[config.mk]
export PLATFORM = sky130hd
export DESIGN_NAME = alu_muldiv
export DESIGN_NICKNAME = d
export VERILOG_FILES = /design/src/rtl/alu_muldiv.sv
export SDC_FILE = /design/constraint.sdc
export NUM_CORES = 1
export LEC_CHECK = 0
export BUFFER_PORTS_ARGS = -buffer_cell sky130_fd_sc_hd__buf_2
export CAP_MARGIN = 20
export CORE_AREA = 2 2 206 208
export DETAILED_ROUTE_END_ITERATION = 6
export DIE_AREA = 0 0 208 210
export PLACE_DENSITY = 0.63
export SETUP_SLACK_MARGIN = 0.15
export SYNTH_ARGS = -nofsm -noshare
export SYNTH_HDL_FRONTEND = slang
export SYNTH_SLANG_ARGS = --single-unit
[constraint.sdc]
create_clock -name clk -period 11.75 [get_ports clk]
set_input_delay 1.7625 -clock clk [delete_from_list [all_inputs] [get_ports clk]]
set_output_delay 1.7625 -clock clk [all_outputs]
set_load 0.05 [all_outputs]
[src/rtl/alu_muldiv.sv]
// alu_muldiv: iterative RV32M/RV64M multiply/divide unit with valid/ready handshake
module alu_muldiv #(
   parameter int XLEN = 32
) (
   input  logic            clk,
   input  logic            rst,
   input  logic            inValid,
   output logic            inReady,
   input  logic [XLEN-1:0] opA,
   input  logic [XLEN-1:0] opB,
   input  logic [2:0]      mdOp,
   output logic            outValid,
   input  logic            outReady,
   output logic [XLEN-1:0] mdOut,
   output logic            busy
);
   localparam int CW = $clog2(XLEN) + 1;
   typedef enum logic [1:0] {IDLE, MUL, DIV, DONE} state_t;
   state_t state;
   logic [XLEN-1:0] opnd;
   logic [2*XLEN-1:0] prod;
   logic [CW-1:0] cnt;
   logic [2:0] op;
   logic neg_q, neg_r;
   logic sgn_a, sgn_b, s_a, s_b, div0, ovf, last;
   logic [XLEN-1:0] mag_a, mag_b, spec_out, mul_res, div_res, q, r, q_neg, r_neg;
   logic [XLEN:0] mul_sum, div_r, div_d;
   logic [2*XLEN-1:0] mul_nxt, mul_p, div_nxt;
   always_comb begin
      sgn_a = mdOp[2] ? ~mdOp[0] : (mdOp[1:0] == 2'b01 || mdOp[1:0] == 2'b10);
      sgn_b = (mdOp == 3'b001) || (mdOp == 3'b100) || (mdOp == 3'b110);
      s_a = sgn_a & opA[XLEN-1];
      s_b = sgn_b & opB[XLEN-1];
      mag_a = s_a ? -opA : opA;
      mag_b = s_b ? -opB : opB;
      div0 = mdOp[2] && (opB == '0);
      ovf = mdOp[2] && !mdOp[0] && (opA == {1'b1, {(XLEN-1){1'b0}}}) && (&opB);
      spec_out = div0 ? (mdOp[1] ? opA : '1) : (mdOp[1] ? '0 : opA);
      mul_sum = {1'b0, prod[2*XLEN-1:XLEN]} + (prod[0] ? {1'b0, opnd} : {(XLEN+1){1'b0}});
      mul_nxt = {mul_sum, prod[XLEN-1:1]};
      mul_p = neg_q ? -mul_nxt : mul_nxt;
      mul_res = (op == 3'b000) ? mul_p[XLEN-1:0] : mul_p[2*XLEN-1:XLEN];
      div_r = prod[2*XLEN-1:XLEN-1];
      div_d = div_r - {1'b0, opnd};
      div_nxt = div_d[XLEN] ? {div_r[XLEN-1:0], prod[XLEN-2:0], 1'b0}
                            : {div_d[XLEN-1:0], prod[XLEN-2:0], 1'b1};
      q = div_nxt[XLEN-1:0];
      r = div_nxt[2*XLEN-1:XLEN];
      q_neg = -q;
      r_neg = -r;
      div_res = op[1] ? (neg_r ? r_neg : r) : (neg_q ? q_neg : q);
      last = (cnt == CW'(XLEN-1));
   end
   assign inReady = (state == IDLE);
   assign outValid = (state == DONE);
   assign busy = (state != IDLE);
   always_ff @(posedge clk or posedge rst) begin
      if (rst) begin
         state <= IDLE;
         opnd <= '0;
         prod <= '0;
         cnt <= '0;
         op <= '0;
         neg_q <= 1'b0;
         neg_r <= 1'b0;
         mdOut <= '0;
      end else begin
         case (state)
            IDLE: if (inValid) begin
               op <= mdOp;
               neg_q <= s_a ^ s_b;
               neg_r <= s_a;
               cnt <= '0;
               if (div0 || ovf) begin
                  mdOut <= spec_out;
                  state <= DONE;
               end else if (mdOp[2]) begin
                  opnd <= mag_b;
                  prod <= {{XLEN{1'b0}}, mag_a};
                  state <= DIV;
               end else begin
                  opnd <= mag_a;
                  prod <= {{XLEN{1'b0}}, mag_b};
                  state <= MUL;
               end
            end
            MUL: begin
               prod <= mul_nxt;
               cnt <= cnt + CW'(1);
               if (last) begin
                  mdOut <= mul_res;
                  state <= DONE;
               end
            end
            DIV: begin
               prod <= div_nxt;
               cnt <= cnt + CW'(1);
               if (last) begin
                  mdOut <= div_res;
                  state <= DONE;
               end
            end
            default: if (outReady) state <= IDLE;
         endcase
      end
   end
endmodule

==> impl_metrics.csv <==
group,metric,value,unit
cells_and_area,num_antenna_cells,0,
worst_setup_path,rr_worst_depth,23,
power,p_sw,3.33,mW
yosys,synth-main-ff-cell,"dfrtp_1",
sta,worstMarginPinSlew,1070,ps
floorplanning,die_area,43700,sq um
floorplanning,placementRows,75,
power,power.density,297,nW/um^2
grt,grt_max_degree,107,
sta,setup_tns,0,ps
detailed_routing,final_antenna_net_count,0,
sta,hold_viol,0,
power,p_seq_share,17.7,%
power,power_frac_comb,71.9,%
worst_setup_path,start_kind,"flip-flop",
clocking,cts.reportedPaths.clkPinSlew,70,ps
yosys,syn-num-nets,2650,
power,pwr-share-clk,10.4,%
yosys,syn_inst,2498,
placed_design,portBuffers,105,
cells_and_area,nNetsFinal,2620,
cells_and_area,drive_gt1_share,8.71,%
placed_design,hpwl,60000,um
sta,rsz0062_at_grt,"false",
sta,finClkSkew,11.2,ps
detailed_routing,routed_wl,77300,um
yosys,yosysUniqueCellTypes,91,
grt,grt_pass1_wl,114000,um
floorplanning,fp.dieH,210,um
clocking,cts_resized,0,
clocking,cts_tree,"yes",
grt,grt_pass1_vias,17886,
yosys,syn_area_per_cell,7.05,sq um
detailed_routing,vias_per_cell,6.52,
clocking,h-tree-depth,4,
hold_path,hp-class,"reg -> reg",
clocking,ctsHoldBuffers,0,
sta,relSlewSlack,28.8,%
grt,grt_overflow,0,
worst_setup_path,arrival,7300,ps
status,status,"completed",
sta,max_freq,0.144,GHz
grt,globalRouteTotalUtil,34.4,%
sta,finalCriticalPeriod,6920,ps
floorplanning,die_w,208,um
yosys,synth_edf_count,0,
clocking,cts.path.max_buffers,2,
sta,fin_crit_sh,58.9,%
yosys,ys_ff_latch,141,
cells_and_area,fillers,4302,
placed_design,gp_congestion,0.986,
grt,antenna_found_initial,0,
sta,finalSetupViolations,0,
floorplanning,ioPinCount,106,
clocking,clk-insertion-delay-late,460,ps
detailed_routing,first_pass_iters,6,
detailed_routing,route.detailed.wl_per_inst,25.6,um
cells_and_area,area_growth,6.99,%
detailed_routing,vias,19677,
worst_setup_path,cp_max_fo,44,
yosys,ys_seq_area_share,20.0,%
clocking,cts-root-buf,"clkbuf_16",
power,leakage,7.69,nW
sta,fin_hold_ws,477,ps
worst_setup_path,critical_path_class,"reg -> reg",
hold_path,holdPathStages,2,
power,total_power,5.60,mW
clocking,numCtsBuffers,17,
power,p_int,2.27,mW
floorplanning,start_util,42.4,%
worst_setup_path,required,12130,ps
cells_and_area,mostFrequentLayoutCells,"nand2_1 (314), o21ai_0 (296), nor2_1 (239)",
clocking,cts.sinks,141,
cells_and_area,final_common_cell,"nand2_1",
detailed_routing,drt_iter0_drc,2795,
run,cap_violations,0,
detailed_routing,drc,0,
power,switching_share,59.5,%
sta,slew_viol_final,0,
worst_setup_path,worst_setup_path_end_kind,"flip-flop",
floorplanning,core-area,41500,sq um
yosys,synth_area,17600,sq um
clocking,postCtsSetupRepairBufs,0,
power,peakVddDrop,0.188,mV
yosys,yosysWarnings,0,
yosys,async_reset_ff_share,100,%
==> per-stage QoR <==
step	area (sq um)	cells	util [%]	worst slack, ps
after detailed placement	18200	2987	43.9	4920
after floorplan	17600	2498	-	5530
after global routing	18800	3020	45.4	4270
final	18800	3020	45.4	4830
after global placement	18200	2987	43.9	5040
after CTS	18800	3019	45.4	4880
==> cells in the mapped netlist (6+ instances only) <==
library cell	instances	area share (%)
maj3_1	28	1.6
and3_1	20	0.71
nand4_1	24	0.85
o21a_1	9	0.38
o21bai_1	12	0.51
nor2b_1	12	0.43
o211ai_1	28	1.2
nor3_1	81	2.3
mux2i_1	32	1.8
xnor2_1	106	5.3
and2_1	16	0.57
o31ai_1	39	1.7
a31oi_1	17	0.60
a22oi_1	13	0.55
ha_1	79	5.6
buf_2	6	0.17
xor2_1	94	4.7
a21oi_1	208	5.9
buf_1	9	0.19
o41ai_1	9	0.45
or3_1	35	1.2
o22ai_1	14	0.50
nor4_1	21	0.75
a211oi_1	31	1.3
o21ai_0	296	8.4
a221o_1	26	1.5
clkbuf_1	151	3.2
nand3_1	46	1.3
nor2_1	241	5.1
o221ai_1	18	0.90
or2_2	10	0.36
a211o_1	8	0.40
nand2_1	314	6.7
inv_1	78	1.7
nand2b_1	21	0.75
dfrtp_1	141	20
or4_1	16	0.68
a221oi_1	17	0.85
a21o_1	35	1.5
nand3b_1	8	0.34
buf_4	7	0.30
==> sequential cells by signal (all words and copies together) (netlist names) <==
| name | count |
|---|---|
| neg_q | 1 |
| mdOut | 32 |
| op | 3 |
| cnt | 6 |
| opnd | 32 |
| state | 2 |
| neg_r | 1 |
| prod | 64 |
==> path summary, 6_finish.rpt <==
check | startpoint | endpoint | slack [ps]
min in group asynchronous | rst | opnd[6] | 1410
hold reg to reg | mdOut[6] | mdOut[6] | 480
setup reg to reg | prod[31] | mdOut[24] | 4830
max in group asynchronous | rst | mdOut[28] | 8890
hold / removal | mdOut[6] | mdOut[6] | 480
setup / recovery | prod[31] | mdOut[24] | 4830
==> cell families after synthesis <==
group / count (synthesis) / synth area share [%]
AND/OR/NAND/NOR: 901 / 24.0
multiplexers: 35 / 2.01
buffers and inverters: 265 / 6.53
flip-flops: 141 / 20.0
XOR/XNOR: 200 / 9.95
adder cells (fa/ha/maj): 109 / 7.43
AO/OA/AOI/OAI: 847 / 30.0
==> layout make-up <==
type / count / area, sq um / share of cell area [%]
Timing Repair Buffer: 134 / 758 / 4.03
Clock buffer: 19 / 453 / 2.40
Inverter: 82 / 313 / 1.66
Tap cell: 539 / 674 / 3.58
Sequential cell: 141 / 3530 / 18.7
Clock inverter: 13 / 151 / 0.804
Multi-Input combinational cell: 2092 / 13000 / 68.8
==> worst max-delay path, cell delays in order (launching register included) <==
cell and delay, ps:
dfrtp_1 490, inv_1 130, ha_1 230, fa_1 420, nand2b_1 190, a211oi_1 660, o2111ai_1 290, a21oi_1 440
o31ai_1 190, nor2_2 130, inv_1 130, buf_4 290, a21oi_1 300, ha_1 250, nand2_1 60, or3_1 390
a2111o_1 470, nor4_1 290, a31o_2 140, o211ai_1 220, a2111oi_0 590, mux2i_1 250, nand3_1 90, a31oi_1 190
==> power groups by stage <==
stage                     Combinational (mW)  Sequential, mW  Clock (mW)
after floorplan                         2.75           0.966           0
after global placement                  3.89           0.969           0
after detailed placement                3.89           0.981           0
after CTS                               3.91           0.972       0.581
after global routing                    4.30            1.01       0.603
final                                   4.03           0.990       0.582
==> metal layers <==
layer	up-vias	routed length (um)	global-route usage [%]
li1	9007	-	-
met1	9373	32500	46.9
met2	1093	33200	52.0
met3	204	7070	6.32
met4	0	4490	18.2
met5	-	0	0
Note: power is estimated with default switching activity, not from simulation.
